===== config.mk =====
export PLATFORM = sky130hd
export DESIGN_NAME = bc_input_port
export DESIGN_NICKNAME = d
export VERILOG_FILES = /design/src/rtl/bc_input_port.sv
export SDC_FILE = /design/constraint.sdc
export NUM_CORES = 1
export LEC_CHECK = 0
export ABC_AREA = 1
export BUFFER_PORTS_ARGS = -buffer_cell sky130_fd_sc_hd__buf_2
export CAP_MARGIN = 20
export CORE_MARGIN = 2
export CORE_UTILIZATION = 51
export CTS_CLUSTER_DIAMETER = 30
export DETAILED_ROUTE_END_ITERATION = 7
export PLACE_DENSITY = 0.75
export SLEW_MARGIN = 40
export SYNTH_ARGS = -nofsm -noshare
export SYNTH_HDL_FRONTEND = slang
export SYNTH_SLANG_ARGS = --single-unit

===== constraint.sdc =====
create_clock -name clk -period 1.6 [get_ports clk]
set_input_delay 0.16 -clock clk [delete_from_list [all_inputs] [get_ports clk]]
set_output_delay 0.16 -clock clk [all_outputs]
set_load 0.03 [all_outputs]

===== src/rtl/bc_input_port.sv =====
// rtl/bc_input_port.sv - 8N1 serial receiver feeding the Basic Computer INPR/FGI input path
module bc_input_port #(
  parameter int CLKS_PER_BIT = 16
) (
  input  logic       clk,
  input  logic       reset_n,
  input  logic       rxd,
  input  logic       clrFGI,
  output logic [7:0] INPR,
  output logic       FGI,
  output logic       frame_err,
  output logic       overrun
);

  localparam int CW = $clog2(CLKS_PER_BIT);
  localparam logic [CW-1:0] HALF_M1 = CW'(CLKS_PER_BIT / 2 - 1);
  localparam logic [CW-1:0] FULL_M1 = CW'(CLKS_PER_BIT - 1);

  typedef enum logic [2:0] {IDLE, START, DATA, STOP, WAIT_HIGH} state_t;

  state_t          state, state_nxt;
  logic [CW-1:0]   cnt, cnt_nxt;
  logic [2:0]      bidx, bidx_nxt;
  logic [7:0]      shreg, shreg_nxt;
  logic            sync1, rx_s;
  logic            byte_ok, ferr_set;

  // rxd is asynchronous; only the second flop output is ever looked at
  always_ff @(posedge clk or negedge reset_n) begin
    if (!reset_n) begin
      sync1 <= 1'b1;
      rx_s  <= 1'b1;
    end else begin
      sync1 <= rxd;
      rx_s  <= sync1;
    end
  end

  always_ff @(posedge clk or negedge reset_n) begin
    if (!reset_n) begin
      state <= IDLE;
      cnt   <= '0;
      bidx  <= '0;
      shreg <= '0;
    end else begin
      state <= state_nxt;
      cnt   <= cnt_nxt;
      bidx  <= bidx_nxt;
      shreg <= shreg_nxt;
    end
  end

  always_comb begin
    state_nxt = state;
    cnt_nxt   = cnt;
    bidx_nxt  = bidx;
    shreg_nxt = shreg;
    byte_ok   = 1'b0;
    ferr_set  = 1'b0;
    case (state)
      IDLE: begin
        if (!rx_s) begin
          state_nxt = START;
          cnt_nxt   = '0;
        end
      end
      START: begin
        if (cnt == HALF_M1) begin
          cnt_nxt = '0;
          if (!rx_s) begin
            state_nxt = DATA;
            bidx_nxt  = '0;
          end else begin
            state_nxt = IDLE;
          end
        end else begin
          cnt_nxt = cnt + 1'b1;
        end
      end
      DATA: begin
        if (cnt == FULL_M1) begin
          cnt_nxt   = '0;
          shreg_nxt = {rx_s, shreg[7:1]};
          if (bidx == 3'd7) state_nxt = STOP;
          else              bidx_nxt  = bidx + 1'b1;
        end else begin
          cnt_nxt = cnt + 1'b1;
        end
      end
      STOP: begin
        if (cnt == FULL_M1) begin
          cnt_nxt = '0;
          if (rx_s) begin
            byte_ok   = 1'b1;
            state_nxt = IDLE;
          end else begin
            ferr_set  = 1'b1;
            state_nxt = WAIT_HIGH;
          end
        end else begin
          cnt_nxt = cnt + 1'b1;
        end
      end
      WAIT_HIGH: begin
        // a break line yields one frame error, not a stream of zero frames
        if (rx_s) state_nxt = IDLE;
      end
      default: state_nxt = IDLE;
    endcase
  end

  // flag set events win over a coincident clrFGI
  always_ff @(posedge clk or negedge reset_n) begin
    if (!reset_n) begin
      INPR      <= 8'h00;
      FGI       <= 1'b0;
      frame_err <= 1'b0;
      overrun   <= 1'b0;
    end else begin
      if (byte_ok && (!FGI || clrFGI)) begin
        INPR <= shreg;
        FGI  <= 1'b1;
      end else if (clrFGI) begin
        FGI  <= 1'b0;
      end

      if (ferr_set)    frame_err <= 1'b1;
      else if (clrFGI) frame_err <= 1'b0;

      if (byte_ok && FGI && !clrFGI) overrun <= 1'b1;
      else if (clrFGI)               overrun <= 1'b0;
    end
  end

endmodule


Word level (Yosys, flattened, before mapping)
Cells that the tools add are included.

Flip-flop bits (word level): 31. Latch bits: 0. RAM bits: 0. Bits in read-only memories: 0. Input bits: 4. Output and inout bits: 11. Logic and storage cells: 72. Memories kept: 0.

Add/subtract/negate cells: 2. $mul: 0. Divide/modulo/power cells: 0. Magnitude comparators: 0. Eq/ne operators: 15. Shifts and indexed selects: 0. Multiplexer cells: 28. Bitwise logic cells: 0. Reduce and logical (&&, ||, !) cells: 17.

Operators with widths (count): 3-bit two-way mux (11); 2-bit != test (second input constant) (8); 3-bit one-hot mux with 5 select lines (1); 4-bit two-way mux (3); 4-bit one-hot mux with 3 select lines (1); 1-bit two-way mux (10); 2-bit nonzero test (4); 3-bit by 2-bit equality test with 1-bit output (second input constant) (2); 3-bit equality test (second input constant) (2); 3-bit one-hot mux with 2 select lines (1); 6-bit AND reduction (1); 5-bit AND reduction (1); 4-bit by 1-bit adder with 4-bit output (second input constant) (1); 4-bit by 3-bit equality test with 1-bit output (second input constant) (1); 4-bit equality test (second input constant) (1); 2-bit AND reduction (2); 3-bit by 1-bit adder with 3-bit output (second input constant) (1); 3-bit by 1-bit equality test with 1-bit output (second input constant) (1); 1-bit logical AND (3); 3-bit logical NOT (1); 3-bit nonzero test (1); 1-bit logical NOT (2); 2-bit two-way mux (1); 2-bit OR reduction (1); 1-bit logical OR (1).

Depth between registers and ports, before layout
Word-level depth: 6. Gate-level depth with buffers: 9. Gate-level depth less buffers: 8.

Worst setup path before layout
No wires, ideal clock.

Path kind: flip-flop to flip-flop. From: reg bidx[0]. To: reg bidx[0]. Setup time: 0.117 ns. Data arrival time: 1.193 ns. Required time: 1.483 ns. Path slack: 0.289 ns. Stages on the path, launching flop included: 8. Path buffers: 0. Clock period less this slack: 1.311 ns. Cells stage by stage: dfrtp_1 -> ha_1 -> ha_1 -> nand3b_1 -> nand2_1 -> nand3_1 -> nand2_1 -> nand2_1.

Longest elaborated chain between the ends: 4. Elaborated cells between the ends (all ways): 7. Those cells by class: add/sub: 1; eq/ne: 2; mux: 3; reduce/logical: 1.

Ends and longest elaborated chain: start: declaration (line 23) `logic [2:0] bidx, bidx_nxt;`; start signal: assignment (line 48) `bidx <= bidx_nxt;`; 3-bit by 1-bit adder with 3-bit output (line 85) `else bidx_nxt = bidx + 1'b1;`; 3-bit two-way mux (line 84) `if (bidx == 3'd7) state_nxt = STOP;`; 3-bit two-way mux (line 81) `if (cnt == FULL_M1) begin`; 3-bit one-hot mux with 2 select lines (line 60) `case (state)`.

Several ways; a longest one is shown, not always the timed one. The select of a mux whose other input is x is not followed. A chain may end at the register's enable or synchronous reset.

Worst setup path in the final report
From: reg cnt[0]. To: reg INPR[5].

Longest elaborated chain between the ends: 4.

Ends and longest elaborated chain: start: declaration (line 22) `logic [CW-1:0] cnt, cnt_nxt;`; start signal: assignment (line 47) `cnt <= cnt_nxt;`; 4-bit equality test (line 91) `if (cnt == FULL_M1) begin`; 1-bit two-way mux (line 91); 1-bit two-way mux (line 60); 1-bit logical AND (line 120) `if (byte_ok && (!FGI || clrFGI)) begin`; end signal: assignment (line 121) `INPR <= shreg;`; end: declaration (line 9) `output logic [7:0] INPR,`.

No other way between the ends.

==> results_dict.tcl <==
set metrics [dict create \
    cp_top_family "simple AND/OR/NAND/NOR gates" \
    dr.pass1.iters 4 \
    postCtsResizedCells 0 \
    reg2reg_from "cnt[0]$_DFFE_PN0P_" \
    ir_drop_mv 1.01 \
    grt_pass1_wl_um 4730 \
    slew_viol_final 0 \
    crit_path_end_kind "flip-flop" \
    vias_per_cell 5.16 \
    path_cells "ha_1, nand3_4, nor2_4, nand3_2, o21ai_2" \
    h-tree-depth 2 \
    period_share_pct 92.7 \
    fin_skew_ns 0.0174 \
    post_cts_buffers 0 \
    via_count 1110 \
    crit_fanout 8 \
    grt_max_degree 32 \
    drc_errors 0 \
    max_stage_delay_ns 0.39 \
    cts_buffers 5 \
    dieArea_um2 3310 \
    crit_arrival_ns 1.72 \
    finalSetupViolCount 0 \
    synth.distinct_cells 20 \
    drt-total-wl_um 2790 \
    place.gp.congestion 0.776 \
    clkTransAtPathRegs_ns 0.09 \
    root_buffer "clkbuf_4" \
    io_buffers 14 \
    synth_top_area_share_pct 49.6 \
    core_area_um2 2730 \
    grt_setup_unrepaired "false" \
    area_growth_pct 14.3 \
    cpMaxStageDelayCell "dfrtp_1" \
    reg2reg_to "INPR[5]$_DFFE_PN0P_" \
    hold_viol_final 0 \
    synth_common_cells "47 x nand2_1, 29 x dfrtp_1, 19 x inv_1" \
    startpoint_type "flip-flop" \
    synth_area_um2 1460 \
    layout-drive-gt1-share_pct 23.4 \
    pin_count 15 \
    synth.yosys.warnings 0 \
    cts_sinks 31 \
    synth_area_leader_cell "dfrtp_1" \
    max_freq_mhz 675 \
    seq_area_frac_synth_pct 53.2 \
    clk_path_buf_depth 2 \
    syn_area_per_cell_um2 9.09 \
    p_leak_nw 0.864 \
    criticalPathCategory "flip-flop to flip-flop" \
    hold_class "flip-flop to flip-flop" \
    crit_required_ns 1.84 \
    synthesis.nets 168 \
    tightest_slew_ns 0.668 \
    hpwlAfterDp_um 1930 \
    period_minus_slack_ns 1.48 \
    endpoint "INPR[5]$_DFFE_PN0P_" \
    tns_ns 0 \
    dieHeight_um 57.6 \
    ys_ff_latch 31 \
    nFillCells 230 \
    grt_pass1_vias 1144 \
    status "completed" \
    synth.area.top_cells "dfrtp_1 50%, nand2_1 12%, inv_1 4.9%" \
    async_flop_share_pct 100 \
    drv_cap 0 \
    drt_iter0_drc 19 \
    powerDensity_nw_per_um2 1290 \
    ant_nets 0 \
    ys.flop_type "dfrtp_1" \
    die_x_um 57.6 \
    finalPower_mw 2.16 \
    ff2ff_setup_slack_ns 0.12 \
    antenna_found_initial 0 \
    wl_per_cell_um 13.0 \
    yosysMostFrequentCell "nand2_1" \
    slew_headroom_pct 55.5 \
    floorplan.rows 19 \
    start_util_pct 53.5 \
    path_buf_inv 0 \
    clock_latency_ns 0.33 \
    cts_tree "done" \
    worstRegToRegCells 5 \
    worst-path-stages 5 \
    fin_nets 190 \
    startpoint "cnt[0]$_DFFE_PN0P_" \
    grt_usage_pct 19.0 \
    syn_inst 161 \
    diodes 0 \
    synth-edff-count 0 \
    grt-ovfl-total 0 \
]
## sequential cells by signal, indices dropped and copies added, names as in the netlist
signal / cells
cnt: 4
sync1: 1
overrun: 1
FGI: 1
rx_s: 1
state: 3
shreg: 8
bidx: 3
frame_err: 1
INPR: 8
## per-layer routing
layer | GRT usage, % | share of wire, % | vias up
met3 | 6.58 | 3.7 | 4
met4 | 7.97 | 1.3 | 0
met5 | 0 | 0 | -
met1 | 22.0 | 43 | 522
met2 | 32.1 | 52 | 29
li1 | - | - | 555
## what timing repair did
action | 4_1_cts | 5_1_grt
endpoints found under the setup margin | 0 | 2
hold buffers | 3 | 0
hold endpoints to repair | 31 | 0
## layout by cell type (no fill, tap or decap), types with 5 or more instances in the layout
cell type,Yosys,layout
buf_2,0,14
clkbuf_4,0,5
dfrtp_1,29,29
inv_1,19,19
nand2_1,47,47
nand3_1,7,7
nor2_1,14,14
o21ai_0,12,12
o21ai_2,8,8
## how the worst min path moves through the flow
| stage | startpoint | to | slack [ns] | cells past startpoint |
|---|---|---|---|---|
| floorplan | reset_n | FGI$_DFFE_PN0P_ | -0.14 | 0 |
| global placement | reset_n | cnt[2]$_DFFE_PN0P_ | 0.23 | 1 |
| detailed placement | reset_n | cnt[3]$_DFFE_PN0P_ | 0.23 | 1 |
| CTS | sync1$_DFF_PN1_ | rx_s$_DFF_PN1_ | 0.36 | 0 |
| global route | sync1$_DFF_PN1_ | rx_s$_DFF_PN1_ | 0.37 | 0 |
| finish | sync1$_DFF_PN1_ | rx_s$_DFF_PN1_ | 0.36 | 0 |
## area by class of cell
class	count	area, um^2	area share, %
clock buffer	6	51.3	3.07
sequential	31	778	46.5
inverter	19	71.3	4.26
timing repair buffer	17	100	5.98
tap	31	38.8	2.32
clock inverter	2	35.0	2.09
multi-input combinational	109	598	35.8
## power by group
group | switching (mW) | internal [mW]
sequential | 0.128 | 0.869
clock | 0.266 | 0.369
combinational | 0.355 | 0.176
total | 0.748 | 1.41
## kinds of logic after synthesis
logic type / count (synthesis) / synth area share (%)
DFF: 31 / 53.2
adders and majority gates: 3 / 2.56
xor gates and xnor gates: 1 / 0.598
AOI/OAI and AO/OA: 21 / 9.23
buffers and inverters: 22 / 6.67
and+or+nand+nor: 83 / 27.8
## stage by stage
stage / instances / instance area, um^2 / worst slack [ns] / util, % / hold WS (ns)
2_1_floorplan: 161 / 1460 / 0.289 / - / -0.136
3_3_place_gp: 203 / 1550 / 0.176 / 56.6 / 0.229
3_5_place_dp: 203 / 1550 / 0.144 / 56.6 / 0.232
4_1_cts: 214 / 1660 / 0.123 / 60.8 / 0.364
5_1_grt: 215 / 1670 / 0.0112 / 61.2 / 0.370
6_report: 215 / 1670 / 0.117 / 61.2 / 0.361
No activity file was read; power rests on OpenSTA's default activity.
